### src/rtl/aes_stream_scheduler.sv
// rtl/aes_stream_scheduler.sv - two-requester scheduler for a shared pipelined AES-128 core with drain-before-rekey
module aes_stream_scheduler #(
    parameter int LATENCY    = 10,
    parameter int KEY_SETTLE = 11,
    localparam int IW = $clog2(LATENCY + 2),
    localparam int SW = $clog2(KEY_SETTLE + 1)
) (
    input  logic          clk_i,
    input  logic          rst_i,
    input  logic          req0_valid_i,
    input  logic [127:0]  req0_data_i,
    output logic          req0_ready_o,
    input  logic          req1_valid_i,
    input  logic [127:0]  req1_data_i,
    output logic          req1_ready_o,
    input  logic          key_valid_i,
    input  logic [127:0]  key_in_i,
    output logic          key_ready_o,
    output logic [127:0]  core_data_in_o,
    output logic [127:0]  core_key_o,
    input  logic [127:0]  core_data_out_i,
    output logic          rsp0_valid_o,
    output logic          rsp1_valid_o,
    output logic [127:0]  rsp_data_o,
    output logic [IW-1:0] inflight_o,
    output logic          busy_o
);

    typedef enum logic [1:0] {NOKEY, SETTLE, RUN, DRAIN} state_t;

    state_t          state_q;
    logic [SW-1:0]   settle_q;
    logic            last_grant_q;
    logic [127:0]    key_q;
    logic [127:0]    data_q;
    logic [127:0]    rsp_data_q;
    logic [LATENCY:0] tag_v_q;
    logic [LATENCY:0] tag_id_q;
    logic            rsp0_q;
    logic            rsp1_q;
    logic [IW-1:0]   inflight_q;
    logic [IW-1:0]   inflight_d;

    logic grant0, grant1, run, accept, accept_id, rsp_load, key_hs;

    // The requester not granted last has priority; a lone valid requester always wins.
    assign run       = (state_q == RUN);
    assign grant0    = req0_valid_i & (~req1_valid_i | last_grant_q);
    assign grant1    = req1_valid_i & (~req0_valid_i | ~last_grant_q);
    assign req0_ready_o = run & ~key_valid_i & grant0;
    assign req1_ready_o = run & ~key_valid_i & grant1;
    assign key_ready_o  = (state_q == NOKEY) | ((state_q == DRAIN) & (inflight_q == '0));
    assign key_hs    = key_valid_i & key_ready_o;
    assign accept    = req0_ready_o | req1_ready_o;
    assign accept_id = req1_ready_o;
    assign rsp_load  = tag_v_q[LATENCY];

    always_comb begin
        inflight_d = inflight_q;
        if (accept && !rsp_load) begin
            inflight_d = inflight_q + IW'(1);
        end else if (!accept && rsp_load) begin
            inflight_d = inflight_q - IW'(1);
        end
    end

    always_ff @(posedge clk_i) begin
        if (rst_i) begin
            state_q      <= NOKEY;
            settle_q     <= '0;
            last_grant_q <= 1'b1;
            key_q        <= '0;
            data_q       <= '0;
            rsp_data_q   <= '0;
            tag_v_q      <= '0;
            tag_id_q     <= '0;
            rsp0_q       <= 1'b0;
            rsp1_q       <= 1'b0;
            inflight_q   <= '0;
        end else begin
            // Tag pipe mirrors the core so each ciphertext is routed back to its issuer.
            tag_v_q    <= {tag_v_q[LATENCY-1:0], accept};
            tag_id_q   <= {tag_id_q[LATENCY-1:0], accept_id};
            inflight_q <= inflight_d;
            rsp0_q     <= rsp_load & ~tag_id_q[LATENCY];
            rsp1_q     <= rsp_load & tag_id_q[LATENCY];
            if (rsp_load) begin
                rsp_data_q <= core_data_out_i;
            end
            if (accept) begin
                data_q       <= accept_id ? req1_data_i : req0_data_i;
                last_grant_q <= accept_id;
            end
            case (state_q)
                NOKEY, DRAIN: begin
                    if (key_hs) begin
                        key_q    <= key_in_i;
                        settle_q <= SW'(KEY_SETTLE);
                        state_q  <= SETTLE;
                    end
                end
                SETTLE: begin
                    settle_q <= settle_q - SW'(1);
                    if (settle_q == SW'(1)) begin
                        state_q <= RUN;
                    end
                end
                RUN: begin
                    if (key_valid_i) begin
                        state_q <= DRAIN;
                    end
                end
                default: state_q <= NOKEY;
            endcase
        end
    end

    assign core_data_in_o = data_q;
    assign core_key_o     = key_q;
    assign rsp0_valid_o   = rsp0_q;
    assign rsp1_valid_o   = rsp1_q;
    assign rsp_data_o     = rsp_data_q;
    assign inflight_o     = inflight_q;
    assign busy_o         = (inflight_q != '0);

endmodule

### config.mk
export PLATFORM = sky130hd
export DESIGN_NAME = aes_stream_scheduler
export DESIGN_NICKNAME = d
export VERILOG_FILES = /design/src/rtl/aes_stream_scheduler.sv
export SDC_FILE = /design/constraint.sdc
export NUM_CORES = 1
export LEC_CHECK = 0
export CAP_MARGIN = 20
export CORE_AREA = 2 2 351 353
export CTS_CLUSTER_DIAMETER = 30
export DETAILED_ROUTE_END_ITERATION = 8
export DIE_AREA = 0 0 353 355
export GPL_TIMING_DRIVEN = 0
export PLACE_DENSITY = 0.47
export RECOVER_POWER = 100
export SYNTH_ARGS = -nofsm -noshare
export SYNTH_HDL_FRONTEND = slang
export SYNTH_SLANG_ARGS = --single-unit
### constraint.sdc
create_clock -name clk_i -period 9.3 [get_ports clk_i]
set_clock_uncertainty 0.15 [all_clocks]
set_input_delay 1.86 -clock clk_i [delete_from_list [all_inputs] [get_ports clk_i]]
set_output_delay 1.86 -clock clk_i [all_outputs]
set_load 0.01 [all_outputs]
# After elaboration in Yosys (flattened, before gate mapping)

Cells that the tools add are included.

Flip-flop bits (word level): 419
Output and inout bits: 394

Add/subtract/negate cells: 3
Equality and inequality tests: 7
Mux-type cells: 9
Bitwise operators: 18
Reductions and logical operators: 13

Operator list:

| operator                                                               | number |
|---|---|
| 128-bit 2-to-1 mux                                                     | 1 |
| 4-bit 2-to-1 mux                                                       | 3 |
| 1-bit AND                                                              | 9 |
| 4-bit case mux with 2 select lines                                     | 1 |
| 4-bit by 1-bit subtractor with 4-bit output (second input constant)    | 2 |
| 2-bit 2-to-1 mux                                                       | 3 |
| 2-bit != test (second input constant)                                  | 3 |
| 2-bit case mux with 3 select lines                                     | 1 |
| 1-bit NOT                                                              | 5 |
| 4-bit by 1-bit adder with 4-bit output (second input constant)         | 1 |
| 2-bit equality test (second input constant)                            | 2 |
| 4-bit by 1-bit equality test with 1-bit output (second input constant) | 1 |
| 4-bit zero test                                                        | 1 |
| 1-bit OR                                                               | 4 |
| 2-bit AND reduction                                                    | 2 |
| 2-bit nonzero test                                                     | 2 |
| 4-bit nonzero test                                                     | 1 |
| 3-bit AND reduction                                                    | 1 |
| 2-bit by 1-bit equality test with 1-bit output (second input constant) | 1 |
| 1-bit logical AND                                                      | 2 |
| 1-bit zero test                                                        | 2 |
| 2-bit zero test                                                        | 1 |
| 2-bit OR reduction                                                     | 1 |

# Longest topological paths before layout

Depth in word-level cells: 9
Gate-level depth with buffers: 14
Gate-level depth less buffers: 11

# Worst setup path before layout

OpenSTA, ideal clock, no wires.

Path kind: input to output
From: input port key_valid_i
To: output port req1_ready_o
Arrival time: 2.712 ns
Data required time: 7.290 ns
Setup slack: 4.578 ns
Cell stages on the path: 6
Path buffers: 3
Path through: nand3b_1 > a21o_1 > clkbuf_1 > buf_2 > buf_2 > inv_1

Word-level cells in the longest chain between the ends: 3

Ends and longest elaborated chain:

| item                    | RTL line | source |
|---|---|---|
| from (decl)             | 16       | `input logic key_valid_i,` |
| 1-bit NOT               | 51       | `assign req1_ready_o = run & ~key_valid_i & grant1;` |
| 1-bit AND (2 in series) | 51       |  |
| to (decl)               | 15       | `output logic req1_ready_o,` |

No other way between the ends.

# Worst setup path after layout

Same ends and word-level chain as after synthesis.

==> metrics <==
layout filler cell count=13.1k; Synth-to-Final Area Change=96.9%; Max Buffers Root-to-Sink=3; worst IR drop on VDD=0.000172 V; post-detailed-routing wire length=97.3 mm; result of the run=finished clean; Seq cells post-synth=419; hold path startpoint=tag_v_q[1]$_SDFF_PP0_; wire length of the first global-routing pass=135 mm; core region area=121000 sq um; top metal layer carrying routed signals=met5; TritonCTS clock tree=done; post-route antenna net violation count=0; htree depth=4; number of endpoints failing setup at the final stage=0; Tcrit/Tclk final=0.798; worst hold path depth=1; maximum fanout along the worst path=10; initial cell density of the core=0.136; total clock buffers created by CTS=140; count of boundary I/O pins=911; clock-pin slew reported for the worst setup and hold paths after clock tree synthesis=0.04 ns; final worst path period need=7.43 ns; # DRC=0; Total GRT Usage=0.151; start-to-end type of the worst setup path=in -> out; warnings from Yosys=0; Final Max Tran Viols=0; routability-driven placement congestion ratio=0.857; post-synth design cell area=16500 sq um; worst-case register-to-register setup slack=4.57 ns; leakage power=13.3 nW; area post-placement=27700 sq um; IO buf count=909; maximum number of pins on one net before global-route repair=17; total of max-cap violations=0; critical path arrival=5.42 ns; count of different cell masters after synthesis=37; Met3 Routed Length=7.59 mm; cells on worst reg2reg path=14; cell count after synthesis=1719; power consumption=8.98 mW; routed length per placed instance=21.5 um; row count=128; highest achievable clock rate=0.135 GHz; category of the worst setup path capture point=output pin; number of global-route vias before repair=17.9k; CTS resizes=0; clock tree root buffer cell=sky130_fd_sc_hd__clkbuf_16; area leader, netlist=sky130_fd_sc_hd__dfxtp_1; Met1 Routed Length=39.0 mm; height of the die=355 um; insertion delay to the later sink of the worst-skew pair=0.75 ns; slew of the pin with the lowest slew margin=1.49 ns; post-synthesis net count=2247; floorplan die area=125000 sq um; post-synthesis average cell area=9.62 sq um; fraction of post-synthesis cell area in the top cell type by area=0.507; FFs w/ async S/R, synth=0; gr ovfl total=0; post-detailed-route via-to-cell ratio=3.84; synth top area cells=sky130_fd_sc_hd__dfxtp_1, sky130_fd_sc_hd__mux2i_1, sky130_fd_sc_hd__nor2_1, sky130_fd_sc_hd__a211oi_1, sky130_fd_sc_hd__nand3b_1; DPL Wire Length=77.8 mm; number of iterations in the first detailed-routing pass=5; Final Hold Vio Count=0; Pwr Density=276 nW/um^2; share of cells above drive strength 1=0.0873; reg-to-reg critical path startpoint=state_q[0]$_SDFFE_PP0P_; Sinks on Clock Net=419; Post-CTS Setup Bufs=0; unrepaired setup endpoints after global routing=false; x dimension of the die=353 um; worst max-slew margin expressed relative to the limit=0.00932; element type at the critical path start=primary input; 1st-iter DRT viols=770; Post-Layout Inst Area=32500 sq um; Endpoint, Worst Hold=tag_v_q[2]$_SDFF_PP0_; final layout net count=3301; routed via count=17.4k; hold_buf cts=0; dominant synthesized flop cell=sky130_fd_sc_hd__dfxtp_1; initial antenna violation count=17; register area share after synthesis=0.507; count leader, synth=sky130_fd_sc_hd__dfxtp_1; sum of negative setup slack=0 ns; Crit. Startpoint=key_valid_i; reg-to-reg critical path endpoint=inflight_o[3]$_SDFFE_PP0P_; worst hold path type=reg -> reg; data required time of the critical path=7.29 ns; WL met2=48.1 mm; Post-synth EDFFs=0; top cell types by occurrence after synthesis=sky130_fd_sc_hd__dfxtp_1, sky130_fd_sc_hd__nor2_1, sky130_fd_sc_hd__mux2i_1
-- worst max-delay path by stage --
stage,end,depth (start not counted)
floorplan,req1_ready_o,6
global placement,inflight_o[3]$_SDFFE_PP0P_,13
detailed placement,req1_ready_o,8
CTS,req1_ready_o,8
global route,req1_ready_o,8
finish,req1_ready_o,8
-- cell type report --
class | instances | area, sq um | share of cell area
Sequential cell | 419 | 8390 | 0.258
Clock buffer | 214 | 4180 | 0.129
Antenna cell | 8 | 20.0 | 0.000615
Tap cell | 1625 | 2030 | 0.0625
Buffer | 166 | 672 | 0.0206
Timing Repair Buffer | 912 | 9120 | 0.280
Clock inverter | 40 | 669 | 0.0206
Multi-Input combinational cell | 1124 | 7420 | 0.228
Inverter | 10 | 37.5 | 0.00115
-- metal layers --
metal	GRT usage	vias up
met5	0	-
met1	0.171	8213
met4	0.0514	4
met3	0.0542	164
met2	0.261	744
li1	-	8244
-- placed cells by master, fill, tap and decap left out, types with 3 or more instances in the layout --
| cell type | instances |
|---|---|
| sky130_fd_sc_hd__a211oi_1 | 129 |
| sky130_fd_sc_hd__a21oi_1 | 135 |
| sky130_fd_sc_hd__a31oi_1 | 3 |
| sky130_fd_sc_hd__buf_1 | 11 |
| sky130_fd_sc_hd__buf_2 | 24 |
| sky130_fd_sc_hd__buf_4 | 5 |
| sky130_fd_sc_hd__bufinv_16 | 8 |
| sky130_fd_sc_hd__clkbuf_1 | 163 |
| sky130_fd_sc_hd__clkbuf_16 | 141 |
| sky130_fd_sc_hd__clkbuf_8 | 38 |
| sky130_fd_sc_hd__clkdlybuf4s50_1 | 515 |
| sky130_fd_sc_hd__clkinv_16 | 7 |
| sky130_fd_sc_hd__clkinv_2 | 18 |
| sky130_fd_sc_hd__clkinv_8 | 3 |
| sky130_fd_sc_hd__dfxtp_1 | 419 |
| sky130_fd_sc_hd__diode_2 | 8 |
| sky130_fd_sc_hd__dlygate4sd3_1 | 394 |
| sky130_fd_sc_hd__ha_1 | 10 |
| sky130_fd_sc_hd__inv_1 | 10 |
| sky130_fd_sc_hd__inv_16 | 4 |
| sky130_fd_sc_hd__mux2i_1 | 257 |
| sky130_fd_sc_hd__nand2_1 | 8 |
| sky130_fd_sc_hd__nand3_1 | 3 |
| sky130_fd_sc_hd__nand3b_1 | 129 |
| sky130_fd_sc_hd__nor2_1 | 266 |
| sky130_fd_sc_hd__nor2b_1 | 26 |
| sky130_fd_sc_hd__o21a_1 | 4 |
| sky130_fd_sc_hd__o21ai_0 | 130 |
| sky130_fd_sc_hd__o21ai_1 | 4 |
-- state kept, by name, summed over array words and instances (netlist names) --
signal / flops
settle_q: 4
core_data_in_o: 128
tag_v_q: 11
last_grant_q: 1
core_key_o: 128
tag_id_q: 11
rsp1_valid_o: 1
rsp_data_o: 128
state_q: 2
rsp0_valid_o: 1
inflight_o: 4
-- logic make-up after synthesis --
logic type | after synthesis | share of synthesized area
AOI/OAI and AO/OA | 414 | 0.148
xor gates and xnor gates | 2 | 0.00106
adders and majority gates | 11 | 0.00878
buffers and inverters | 176 | 0.0438
DFF | 419 | 0.507
muxes | 258 | 0.156
and+or+nand+nor | 439 | 0.134
-- stage by stage --
stage,utilization,hold WS (ns),cells,setup slack (ns)
5_1_grt,0.268,0.292,4513,1.57
3_5_place_dp,0.228,0.273,4256,2.17
3_3_place_gp,0.228,0.253,4253,2.03
2_1_floorplan,-,0.239,1719,4.58
4_1_cts,0.268,0.279,4510,2.16
6_report,0.268,0.271,4518,1.87
-- where the power goes --
part           total (mW)  switching [mW]  internal [mW]
logic                2.09            1.18          0.913
clock network        4.72            1.42           3.31
registers            2.17           0.136           2.03
total                8.98            2.73           6.25
-- worst max-delay path, cell delays in order --
cell                              delay (ns)
sky130_fd_sc_hd__dlygate4sd3_1          0.65
sky130_fd_sc_hd__nand3b_1               0.16
sky130_fd_sc_hd__a21o_1                 0.09
sky130_fd_sc_hd__clkbuf_1               0.34
sky130_fd_sc_hd__buf_2                  0.45
sky130_fd_sc_hd__clkbuf_1               1.12
sky130_fd_sc_hd__inv_1                  0.09
sky130_fd_sc_hd__clkdlybuf4s50_1        0.62
(Power assumes the default switching activity.)
